[config.mk]
export PLATFORM = sky130hd
export DESIGN_NAME = cpu_multicycle
export DESIGN_NICKNAME = d
export VERILOG_FILES = /design/src/rtl/cpu_mc_pkg.sv /design/src/rtl/cpu_mc_regfile.sv /design/src/rtl/cpu_multicycle.sv
export SDC_FILE = /design/constraint.sdc
export NUM_CORES = 2
export LEC_CHECK = 0
export CORE_MARGIN = 2
export CORE_UTILIZATION = 54
export CTS_CLUSTER_SIZE = 16
export DETAILED_ROUTE_END_ITERATION = 10
export PLACE_DENSITY = 0.7
export SLEW_MARGIN = 20
export SYNTH_ARGS = -nofsm -noshare
export SYNTH_HDL_FRONTEND = slang
export SYNTH_SLANG_ARGS = --single-unit
[constraint.sdc]
create_clock -name clk -period 7.7 [get_ports clk]
set_input_delay 2.31 -clock clk [delete_from_list [all_inputs] [get_ports clk]]
set_output_delay 2.31 -clock clk [all_outputs]
set_load 0.005 [all_outputs]
[src/rtl/cpu_mc_pkg.sv]
// Shared types, opcode constants and decode helpers for the multi-cycle RV32I core.
package cpu_mc_pkg;

    typedef enum logic [2:0] {
        FETCH,
        DECODE,
        EXEC,
        MEM,
        WB,
        HALT
    } state_e;

    localparam logic [6:0] OP       = 7'b0110011;
    localparam logic [6:0] OP_IMM   = 7'b0010011;
    localparam logic [6:0] LOAD     = 7'b0000011;
    localparam logic [6:0] STORE    = 7'b0100011;
    localparam logic [6:0] BRANCH   = 7'b1100011;
    localparam logic [6:0] JAL      = 7'b1101111;
    localparam logic [6:0] JALR     = 7'b1100111;
    localparam logic [6:0] LUI      = 7'b0110111;
    localparam logic [6:0] AUIPC    = 7'b0010111;
    localparam logic [6:0] MISC_MEM = 7'b0001111;
    localparam logic [6:0] SYSTEM   = 7'b1110011;

    localparam logic [31:0] ECALL_INSTR  = 32'h0000_0073;
    localparam logic [31:0] EBREAK_INSTR = 32'h0010_0073;

    typedef enum logic [3:0] {
        ALU_ADD,
        ALU_SUB,
        ALU_SLL,
        ALU_SLT,
        ALU_SLTU,
        ALU_XOR,
        ALU_SRL,
        ALU_SRA,
        ALU_OR,
        ALU_AND,
        ALU_PASS_B
    } alu_op_e;

    typedef enum logic [2:0] {
        IMM_NONE,
        IMM_I,
        IMM_S,
        IMM_B,
        IMM_U,
        IMM_J
    } imm_type_e;

    function automatic logic [31:0] imm_gen(input logic [31:0] instr, input imm_type_e kind);
        logic [31:0] imm;
        case (kind)
            IMM_I:   imm = {{20{instr[31]}}, instr[31:20]};
            IMM_S:   imm = {{20{instr[31]}}, instr[31:25], instr[11:7]};
            IMM_B:   imm = {{19{instr[31]}}, instr[31], instr[7], instr[30:25], instr[11:8], 1'b0};
            IMM_U:   imm = {instr[31:12], 12'b0};
            IMM_J:   imm = {{11{instr[31]}}, instr[31], instr[19:12], instr[20], instr[30:21], 1'b0};
            default: imm = 32'd0;
        endcase
        return imm;
    endfunction

    // Picks the addressed lane out of the read word and extends it per the load width.
    function automatic logic [31:0] load_extend(input logic [31:0] rdata, input logic [1:0] offset,
                                                input logic [2:0] funct3);
        logic [7:0]  lane_b;
        logic [15:0] lane_h;
        logic [31:0] result;
        lane_b = rdata[{offset, 3'b000} +: 8];
        lane_h = offset[1] ? rdata[31:16] : rdata[15:0];
        case (funct3)
            3'b000:  result = {{24{lane_b[7]}}, lane_b};
            3'b001:  result = {{16{lane_h[15]}}, lane_h};
            3'b100:  result = {24'd0, lane_b};
            3'b101:  result = {16'd0, lane_h};
            default: result = rdata;
        endcase
        return result;
    endfunction

endpackage

[src/rtl/cpu_mc_regfile.sv]
// Register file: NUM_REGS x 32, two asynchronous read ports, one synchronous write port, x0 reads zero.
module cpu_mc_regfile #(
    parameter int NUM_REGS = 32
) (
    input  logic        clk,
    input  logic        rst,
    input  logic [4:0]  raddr1,
    input  logic [4:0]  raddr2,
    output logic [31:0] rdata1,
    output logic [31:0] rdata2,
    input  logic        we,
    input  logic [4:0]  waddr,
    input  logic [31:0] wdata
);

    localparam int AW = (NUM_REGS == 16) ? 4 : 5;

    logic [31:0] regs [NUM_REGS];

    always_ff @(posedge clk) begin
        if (rst) begin
            for (int i = 0; i < NUM_REGS; i++) begin
                regs[i] <= 32'd0;
            end
        end else if (we && (waddr != 5'd0)) begin
            regs[waddr[AW-1:0]] <= wdata;
        end
    end

    assign rdata1 = (raddr1 == 5'd0) ? 32'd0 : regs[raddr1[AW-1:0]];
    assign rdata2 = (raddr2 == 5'd0) ? 32'd0 : regs[raddr2[AW-1:0]];

endmodule

[src/rtl/cpu_multicycle.sv]
// Multi-cycle RV32I core sharing one valid/ready memory port between fetch and data access.
// Define CPU_MC_INSTRET_EN to add the cycle_cnt / instret_cnt performance counter ports.
module cpu_multicycle
    import cpu_mc_pkg::*;
#(
    parameter logic [31:0] RESET_PC = 32'h0000_0000,
    parameter int          NUM_REGS = 32
) (
    input  logic        clk,
    input  logic        rst,
    output logic        mem_req,
    output logic        mem_we,
    output logic [31:0] mem_addr,
    output logic [31:0] mem_wdata,
    output logic [3:0]  mem_wstrb,
    input  logic        mem_ready,
    input  logic [31:0] mem_rdata,
    output logic [31:0] cpu_out,
`ifdef CPU_MC_INSTRET_EN
    output logic [63:0] cycle_cnt,
    output logic [63:0] instret_cnt,
`endif
    output logic        halted,
    output logic        trap
);

    state_e      state;
    logic [31:0] pc;
    logic [31:0] ir;
    logic [31:0] rs1_q;
    logic [31:0] rs2_q;
    logic [31:0] imm_q;
    logic [31:0] next_pc;
    logic [31:0] wb_val;
    logic        wb_en;

    logic [6:0]  opcode;
    logic [4:0]  rd;
    logic [4:0]  rs1;
    logic [4:0]  rs2;
    logic [2:0]  funct3;
    logic [6:0]  funct7;

    assign opcode = ir[6:0];
    assign rd     = ir[11:7];
    assign funct3 = ir[14:12];
    assign rs1    = ir[19:15];
    assign rs2    = ir[24:20];
    assign funct7 = ir[31:25];

    logic        legal;
    logic        uses_rs1;
    logic        uses_rs2;
    logic        uses_rd;
    imm_type_e   imm_kind;
    alu_op_e     alu_op;

    logic [31:0] rf_rdata1;
    logic [31:0] rf_rdata2;
    logic        rf_we;

    logic        is_load;
    logic        is_store;
    logic        is_ebreak;
    logic [31:0] op_a;
    logic [31:0] op_b;
    logic [31:0] alu_result;
    logic        branch_taken;
    logic [31:0] link_pc;
    logic [31:0] next_pc_calc;
    logic [31:0] store_data;
    logic [3:0]  store_strb;
    logic        data_misaligned;

    cpu_mc_regfile #(
        .NUM_REGS(NUM_REGS)
    ) u_regfile (
        .clk    (clk),
        .rst    (rst),
        .raddr1 (rs1),
        .raddr2 (rs2),
        .rdata1 (rf_rdata1),
        .rdata2 (rf_rdata2),
        .we     (rf_we),
        .waddr  (rd),
        .wdata  (wb_val)
    );

    assign rf_we = (state == WB) && wb_en && (rd != 5'd0);

    // Legality, immediate format and register usage; unused fields never trigger the RV32E check.
    always_comb begin
        legal    = 1'b0;
        uses_rs1 = 1'b0;
        uses_rs2 = 1'b0;
        uses_rd  = 1'b0;
        imm_kind = IMM_NONE;
        case (opcode)
            OP: begin
                legal    = (funct7 == 7'h00) ||
                           ((funct7 == 7'h20) && ((funct3 == 3'b000) || (funct3 == 3'b101)));
                uses_rs1 = 1'b1;
                uses_rs2 = 1'b1;
                uses_rd  = 1'b1;
            end
            OP_IMM: begin
                if (funct3 == 3'b001) begin
                    legal = (funct7 == 7'h00);
                end else if (funct3 == 3'b101) begin
                    legal = (funct7 == 7'h00) || (funct7 == 7'h20);
                end else begin
                    legal = 1'b1;
                end
                imm_kind = IMM_I;
                uses_rs1 = 1'b1;
                uses_rd  = 1'b1;
            end
            LOAD: begin
                legal    = funct3 inside {3'b000, 3'b001, 3'b010, 3'b100, 3'b101};
                imm_kind = IMM_I;
                uses_rs1 = 1'b1;
                uses_rd  = 1'b1;
            end
            STORE: begin
                legal    = funct3 inside {3'b000, 3'b001, 3'b010};
                imm_kind = IMM_S;
                uses_rs1 = 1'b1;
                uses_rs2 = 1'b1;
            end
            BRANCH: begin
                legal    = (funct3 != 3'b010) && (funct3 != 3'b011);
                imm_kind = IMM_B;
                uses_rs1 = 1'b1;
                uses_rs2 = 1'b1;
            end
            JAL: begin
                legal    = 1'b1;
                imm_kind = IMM_J;
                uses_rd  = 1'b1;
            end
            JALR: begin
                legal    = (funct3 == 3'b000);
                imm_kind = IMM_I;
                uses_rs1 = 1'b1;
                uses_rd  = 1'b1;
            end
            LUI, AUIPC: begin
                legal    = 1'b1;
                imm_kind = IMM_U;
                uses_rd  = 1'b1;
            end
            MISC_MEM: legal = 1'b1;
            SYSTEM:   legal = (ir == ECALL_INSTR) || (ir == EBREAK_INSTR);
            default:  legal = 1'b0;
        endcase
        if (NUM_REGS == 16) begin
            if ((uses_rs1 && rs1[4]) || (uses_rs2 && rs2[4]) || (uses_rd && rd[4])) begin
                legal = 1'b0;
            end
        end
    end

    always_comb begin
        alu_op = ALU_ADD;
        case (opcode)
            OP, OP_IMM: begin
                case (funct3)
                    3'b000:  alu_op = ((opcode == OP) && funct7[5]) ? ALU_SUB : ALU_ADD;
                    3'b001:  alu_op = ALU_SLL;
                    3'b010:  alu_op = ALU_SLT;
                    3'b011:  alu_op = ALU_SLTU;
                    3'b100:  alu_op = ALU_XOR;
                    3'b101:  alu_op = funct7[5] ? ALU_SRA : ALU_SRL;
                    3'b110:  alu_op = ALU_OR;
                    default: alu_op = ALU_AND;
                endcase
            end
            LUI:     alu_op = ALU_PASS_B;
            default: alu_op = ALU_ADD;
        endcase
    end

    assign is_load   = (opcode == LOAD);
    assign is_store  = (opcode == STORE);
    assign is_ebreak = (ir == EBREAK_INSTR);
    assign op_a      = (opcode == AUIPC) ? pc : rs1_q;
    assign op_b      = (opcode == OP) ? rs2_q : imm_q;
    assign link_pc   = pc + 32'd4;

    always_comb begin
        case (alu_op)
            ALU_ADD:    alu_result = op_a + op_b;
            ALU_SUB:    alu_result = op_a - op_b;
            ALU_SLL:    alu_result = op_a << op_b[4:0];
            ALU_SLT:    alu_result = {31'd0, $signed(op_a) < $signed(op_b)};
            ALU_SLTU:   alu_result = {31'd0, op_a < op_b};
            ALU_XOR:    alu_result = op_a ^ op_b;
            ALU_SRL:    alu_result = op_a >> op_b[4:0];
            ALU_SRA:    alu_result = $unsigned($signed(op_a) >>> op_b[4:0]);
            ALU_OR:     alu_result = op_a | op_b;
            ALU_AND:    alu_result = op_a & op_b;
            ALU_PASS_B: alu_result = op_b;
            default:    alu_result = op_a + op_b;
        endcase
    end

    always_comb begin
        case (funct3)
            3'b000:  branch_taken = (rs1_q == rs2_q);
            3'b001:  branch_taken = (rs1_q != rs2_q);
            3'b100:  branch_taken = ($signed(rs1_q) < $signed(rs2_q));
            3'b101:  branch_taken = ($signed(rs1_q) >= $signed(rs2_q));
            3'b110:  branch_taken = (rs1_q < rs2_q);
            3'b111:  branch_taken = (rs1_q >= rs2_q);
            default: branch_taken = 1'b0;
        endcase
    end

    always_comb begin
        next_pc_calc = link_pc;
        if ((opcode == JAL) || ((opcode == BRANCH) && branch_taken)) begin
            next_pc_calc = pc + imm_q;
        end else if (opcode == JALR) begin
            next_pc_calc = (rs1_q + imm_q) & ~32'd1;
        end
    end

    // Store data is replicated across lanes so the strobe alone selects the target bytes.
    always_comb begin
        store_data      = rs2_q;
        store_strb      = 4'b1111;
        data_misaligned = 1'b0;
        case (funct3[1:0])
            2'b00: begin
                store_data = {4{rs2_q[7:0]}};
                store_strb = 4'b0001 << alu_result[1:0];
            end
            2'b01: begin
                store_data      = {2{rs2_q[15:0]}};
                store_strb      = alu_result[1] ? 4'b1100 : 4'b0011;
                data_misaligned = alu_result[0];
            end
            2'b10: data_misaligned = |alu_result[1:0];
            default: ;
        endcase
    end

    always_ff @(posedge clk) begin
        if (rst) begin
            state     <= FETCH;
            pc        <= RESET_PC;
            ir        <= 32'd0;
            rs1_q     <= 32'd0;
            rs2_q     <= 32'd0;
            imm_q     <= 32'd0;
            next_pc   <= RESET_PC;
            wb_val    <= 32'd0;
            wb_en     <= 1'b0;
            mem_req   <= 1'b0;
            mem_we    <= 1'b0;
            mem_addr  <= RESET_PC;
            mem_wdata <= 32'd0;
            mem_wstrb <= 4'b0000;
            cpu_out   <= 32'd0;
            halted    <= 1'b0;
            trap      <= 1'b0;
        end else begin
            case (state)
                FETCH: begin
                    if (!mem_req) begin
                        mem_req   <= 1'b1;
                        mem_we    <= 1'b0;
                        mem_wstrb <= 4'b0000;
                        mem_addr  <= pc;
                    end else if (mem_ready) begin
                        ir      <= mem_rdata;
                        mem_req <= 1'b0;
                        state   <= DECODE;
                    end
                end
                DECODE: begin
                    if (!legal) begin
                        halted <= 1'b1;
                        trap   <= 1'b1;
                        state  <= HALT;
                    end else begin
                        rs1_q <= rf_rdata1;
                        rs2_q <= rf_rdata2;
                        imm_q <= imm_gen(ir, imm_kind);
                        state <= EXEC;
                    end
                end
                EXEC: begin
                    next_pc <= next_pc_calc;
                    wb_en   <= uses_rd;
                    wb_val  <= ((opcode == JAL) || (opcode == JALR)) ? link_pc : alu_result;
                    if (is_ebreak) begin
                        halted <= 1'b1;
                        state  <= HALT;
                    end else if (((is_load || is_store) && data_misaligned) || next_pc_calc[1]) begin
                        halted <= 1'b1;
                        trap   <= 1'b1;
                        state  <= HALT;
                    end else if (is_load || is_store) begin
                        mem_req   <= 1'b1;
                        mem_we    <= is_store;
                        mem_addr  <= alu_result;
                        mem_wdata <= store_data;
                        mem_wstrb <= is_store ? store_strb : 4'b0000;
                        state     <= MEM;
                    end else begin
                        state <= WB;
                    end
                end
                MEM: begin
                    if (mem_ready) begin
                        if (is_load) begin
                            wb_val <= load_extend(mem_rdata, mem_addr[1:0], funct3);
                        end
                        mem_req   <= 1'b0;
                        mem_we    <= 1'b0;
                        mem_wstrb <= 4'b0000;
                        state     <= WB;
                    end
                end
                WB: begin
                    if (wb_en && (rd != 5'd0)) begin
                        cpu_out <= wb_val;
                    end
                    pc        <= next_pc;
                    mem_req   <= 1'b1;
                    mem_we    <= 1'b0;
                    mem_wstrb <= 4'b0000;
                    mem_addr  <= next_pc;
                    state     <= FETCH;
                end
                HALT: begin
                    mem_req <= 1'b0;
                end
                default: state <= HALT;
            endcase
        end
    end

`ifdef CPU_MC_INSTRET_EN
    // Counters run through HALT; retirement is counted on leaving WB.
    always_ff @(posedge clk) begin
        if (rst) begin
            cycle_cnt   <= 64'd0;
            instret_cnt <= 64'd0;
        end else begin
            cycle_cnt <= cycle_cnt + 64'd1;
            if (state == WB) begin
                instret_cnt <= instret_cnt + 64'd1;
            end
        end
    end
`endif

endmodule

## After elaboration in Yosys (flattened, before gate mapping)

Memory sizes are Yosys's and may differ from the RTL's. A register that Yosys moved wholly into a read port is not among the register bits.
Cells that the tools add are included.
Widths: inputs -> output; s select.

- Word-level logic and storage cells: 225
- Output and inout bits: 104
- Memories: 1
- Register bits: 332
- Bits of input ports: 35
- Memory bits (writable): 1,024

Memories:

| name | depth | bits a word | rd ports | clocked after Yosys merged registers in | write ports | RTL line | RTL |
|---|---|---|---|---|---|---|---|
| u_regfile.regs | 32 | 32 | 2 | 2 | 32 | cpu_mc_regfile.sv:18 | `logic [31:0] regs [NUM_REGS];` |

- Equal/unequal tests: 58
- Shifts and indexed selects: 5
- $add $sub $neg: 5
- Mux-type cells: 78
- Bitwise gates (word level): 6
- Reduce and logical (&&, ||, !) cells: 49
- Magnitude comparators: 6

Operator list:

| cell | number |
|---|---|
| $mux 32 | 14 |
| $pmux 32 s10 | 1 |
| $pmux 32 s5 | 1 |
| $lt 32x32->1 | 4 |
| $pmux 32 s2 | 2 |
| $pmux 32 s4 | 1 |
| $add 32x32->32 | 3 |
| $pmux 32 s3 | 1 |
| $ge 32x32->1 | 2 |
| $add 32x3->32 const B | 1 |
| $and 32x32->32 | 1 |
| $eq 32x21->1 const B | 1 |
| $eq 32x32->1 | 1 |
| $eq 32x7->1 const B | 1 |
| $ne 32x32->1 | 1 |
| $or 32x32->32 | 1 |
| $reduce_or 32->1 | 1 |
| $shiftx 32x6->8 | 1 |
| $shl 32x5->32 | 1 |
| $shr 32x5->32 | 1 |
| $sshr 32x5->32 | 1 |
| $sub 32x32->32 | 1 |
| $xor 32x32->32 | 1 |
| $eq 7x6->1 const B | 4 |
| other kinds (52) | 160 |

## Longest topological paths before layout

- Word-level depth: 14
- Mapped depth: 27
- Depth with buffers taken out: 19

## Modules after synthesis

A second synthesis with hierarchy kept.

- Cells, all modules: 7,713
- Area, all modules: 84,149.5 sq um

Modules (own cells, without submodules):

| module | seq. area each (sq um) | area an instance (sq um) | cells each | instances |
|---|---|---|---|---|
| cpu_mc_regfile | 30,749.5 | 54,257.0 | 3,502 | 1 |
| cpu_multicycle | 6,646.4 | 29,892.4 | 4,211 | 1 |

## Least setup slack after synthesis

No wires, ideal clock.

- Path type: input port to flip-flop
- Start point: input rst
- End point: memory u_regfile.regs[29][0] (enable)
- Data arrival time: 5.378 ns
- Stages: 5
- Path slack: 1.856 ns
- Required time: 7.234 ns
- Cell sequence: clkbuf_1 -> nor2_1 -> nand3b_1 -> clkbuf_1 -> o21ai_0

RTL lines:

| element | RTL line | RTL |
|---|---|---|
| start: declaration | cpu_multicycle.sv:10 | `input logic rst,` |
| end: declaration | cpu_mc_regfile.sv:18 |  |

## Final worst setup path

- Start point: register ir[5]
- End point: register mem_wdata[25]

- Cells in the longest elaborated chain, start to end: 13

RTL lines:

| element | RTL line | RTL |
|---|---|---|
| start: declaration | cpu_multicycle.sv:29 | `logic [31:0] ir;` |
| start signal: assignment | cpu_multicycle.sv:276 | `ir <= mem_rdata;` |
| branches (longest 12 deep; another with $add 32x32->32) | n/a |  |
| $reduce_and 4->1 (no line) * | n/a |  |
| end signal: assignment | cpu_multicycle.sv:308 | `mem_wdata <= store_data;` |
| end: declaration | cpu_multicycle.sv:14 | `output logic [31:0] mem_wdata,` |

Mark *: on every way between the ends.
A chain may end at the register's enable or synchronous reset.

==> reports/metrics.yaml <==
post-route-period-util_pct: 88.9
cp_max_fo: 30
cts.sinks: 1366
routabilityCongestion: 1.07
io_buffers: 138
synth-edff-count: 1024
hold_viol: 0
p_comb_share_pct: 15.0
maxCapViolations: 0
core_area_sq_um: 154000
ys_ff_latch: 1366
avgSynthCellArea_sq_um: 11.5
seq_power_share_pct: 45.4
pwr-share-clk_pct: 39.6
p_leak_uw: 0.0325
vias: 68100
skew_ns: 0.0789
grt_pass1_vias: 65300
netSwitchingFraction_pct: 27.7
die-area_sq_um: 158000
status: "completed"
die_w_um: 397
ys_dominant_reg_cell: "edfxtp_1"
cts_buffers: 149
fin_nets: 7421
cts-root-buf: "clkbuf_16"
crit_arrival_ns: 7.43
grt_setup_unrepaired: "no"
io_pins: 139
hold_class: "flop to flop"
place_ws_ns: 1.12
fmax_mhz: 146
cts_resized: 0
crit_required_ns: 8.29
ys_top_cells_by_area: "edfxtp_1 37%, mux4_2 18%, dfxtp_1 8.2%"
syn_inst: 7277
vias_per_cell: 7.27
placementRows: 144
grt_max_degree: 161
yosysWarnings: 0
cts_setup_buffers: 0
synthArstFlopShare_pct: 0
postLayoutSetupSlackWorst_ns: 0.852
grt_usage_pct: 46.1
overflow: 0
cellPowerDensity_nw_per_um2: 200
cp-end-kind: "flop"
synth_top_area_share_pct: 36.8
cts_hold_buf: 0
cts_max_level: 4
drt-initial-drc-count: 12000
slew_headroom_pct: 13.7
hpwl_um: 252000
clk_pin_slew_worst_paths_ns: 0.07
ir_worst_vdd_uv: 227
area_growth_syn_to_layout_pct: 11.1
clk_path_buf_depth: 3
antenna_found_initial: 31
cts_tree: "built"
finalSetupViolations: 0
antenna_left: 0
maxSlewViolCount: 0
drc: 0
synth.largest_area_cell: "edfxtp_1"
clock_latency_ns: 0.83
drt_pre_antenna_iters: 9
synth.cell_area_sq_um: 83500
finalCriticalPeriod_ns: 6.85
switchingPower_uw: 5140
p_int_uw: 13400
synth_cell_types: 108
worst_setup_path_start_kind: "flop"
wire_per_inst_um: 39.2
grt_pass1_wl_um: 506000
drt_wl_total_um: 367000
tns_ns: 0
start_util_pct: 54.3
worst_pin_slew_ns: 1.29
worstSetupPathType: "flop to flop"
drive_gt1_share_pct: 18.8
yosysSeqAreaShare_pct: 45.0
die_h_um: 397
synth_stat cells, types with 26 or more instances:
master and count:
edfxtp_1 1024, xor2_1 38, nor3_1 104, o221ai_1 28
a21o_1 53, nand4_1 42, clkbuf_1 537, mux4_2 653
a21oi_1 453, o22ai_1 45, xnor2_1 51, buf_1 81
a31oi_1 37, inv_1 147, mux2i_1 128, dfxtp_1 342
nand2_1 474, and3_1 38, a221oi_1 33, mux2_2 58
o211ai_1 138, buf_2 30, o21ai_1 35, a211oi_1 86
ha_1 195, and2_1 1019, nand2b_1 38, nand3_1 174
o21a_1 26, nor2_1 466, o21ai_0 244, o31ai_1 27
cells in the final DEF (no fill, tap or decap), drive strengths merged, types with 57 or more instances in the layout:
cell type / instances
mux2: 60
nand3: 176
buf: 253
nor2: 466
nand2: 480
edfxtp: 1024
clkdlybuf4s50: 137
o21ai: 289
clkbuf: 199
dfxtp: 342
o211ai: 138
and2: 1022
clkinv: 57
ha: 195
inv: 164
mux4: 653
a21oi: 455
a211oi: 104
mux2i: 130
nor3: 105
cells by family (layout without fill, tap and decap cells):
| kind of cell | count (synthesis) | count (layout) | share of synthesized area (%) |
|---|---|---|---|
| buf+inv | 823 | 824 | 3.85 |
| flops | 1366 | 1366 | 45.0 |
| fa+ha+maj | 199 | 199 | 3.02 |
| other cells | 1 | 51 | 0.00449 |
| simple gates | 2489 | 2489 | 15.6 |
| mux | 843 | 843 | 20.0 |
| xor+xnor | 89 | 89 | 0.934 |
| compound gates | 1467 | 1467 | 11.5 |
per-stage QoR:
stage	cell area [sq um]	std cells	total power, uW	utilization, %	hold WS (ns)
after detailed placement	87800	9079	11200	57.1	0.447
after global placement	87700	9078	11200	57.1	0.444
after global routing	92700	9353	18800	60.3	0.469
after CTS	92700	9352	18400	60.3	0.458
after floorplan	83600	7308	10200	-	0.431
final	92800	9372	18500	60.4	0.461
metal layers:
layer,track usage [%],share of wire [%],vias up
met3,19.2,17,1076
li1,-,-,27300
met5,0.393,0.078,-
met2,61.4,40,5768
met4,26.3,6.8,26
met1,63.1,37,34000
flip-flops by register name, summed over array words and instances (netlist names), named ones only:
signal,flops
state,3
rs2_q,32
imm_q,32
halted,1
wb_val,32
rs1_q,32
mem_req,1
mem_we,1
trap,1
next_pc,32
ir,32
mem_wdata,32
cpu_out,32
pc,32
u_regfile.regs,1024
mem_addr,32
wb_en,1
mem_wstrb,4
path summary, 6_finish.rpt:
| check | startpoint | endpoint | slack [ns] | depth (start not counted) |
|---|---|---|---|---|
| hold / removal | next_pc[18] | next_pc[18] | 0.46 | 2 |
| setup / recovery | ir[5] | mem_wdata[25] | 0.85 | 20 |
| setup reg to reg | ir[5] | mem_wdata[25] | 0.85 | 20 |
| hold reg to reg | next_pc[18] | next_pc[18] | 0.46 | 2 |
area by class of cell:
type                            instances  area [sq um]
Fill cell                           12200         60900
Multi-Input combinational cell       5119         43500
Sequential cell                      1366         37600
Clock buffer                          199          4040
Timing Repair Buffer                  390          3460
Tap cell                             2044          2560
Clock inverter                         74           868
Inverter                              161           607
Antenna cell                           19          47.5
critical path, cell delays in order, from the launching register on:
cell	delay, ns
dfxtp_1	0.43
buf_4	0.23
or4b_4	0.73
o21ai_1	0.32
and2_0	0.38
inv_1	0.16
ha_1	0.40
nor2b_1	0.19
o31a_1	0.21
o22a_1	0.26
a222oi_1	0.14
buf_4	0.20
o21a_1	0.34
o31ai_1	0.67
a21oi_1	0.25
o21a_1	0.25
o31a_1	0.30
a211o_1	0.54
buf_4	0.29
a211oi_1	0.23
nor3_1	0.07
power by group through the flow:
stage | registers, uW | logic, uW | clock network (uW)
6_report | 8410 | 2780 | 7350
5_1_grt | 8430 | 2820 | 7590
4_1_cts | 8400 | 2700 | 7320
3_5_place_dp | 8550 | 2680 | 0
3_3_place_gp | 8530 | 2670 | 0
2_1_floorplan | 8400 | 1760 | 0
Power figures use the tool's default switching activity.
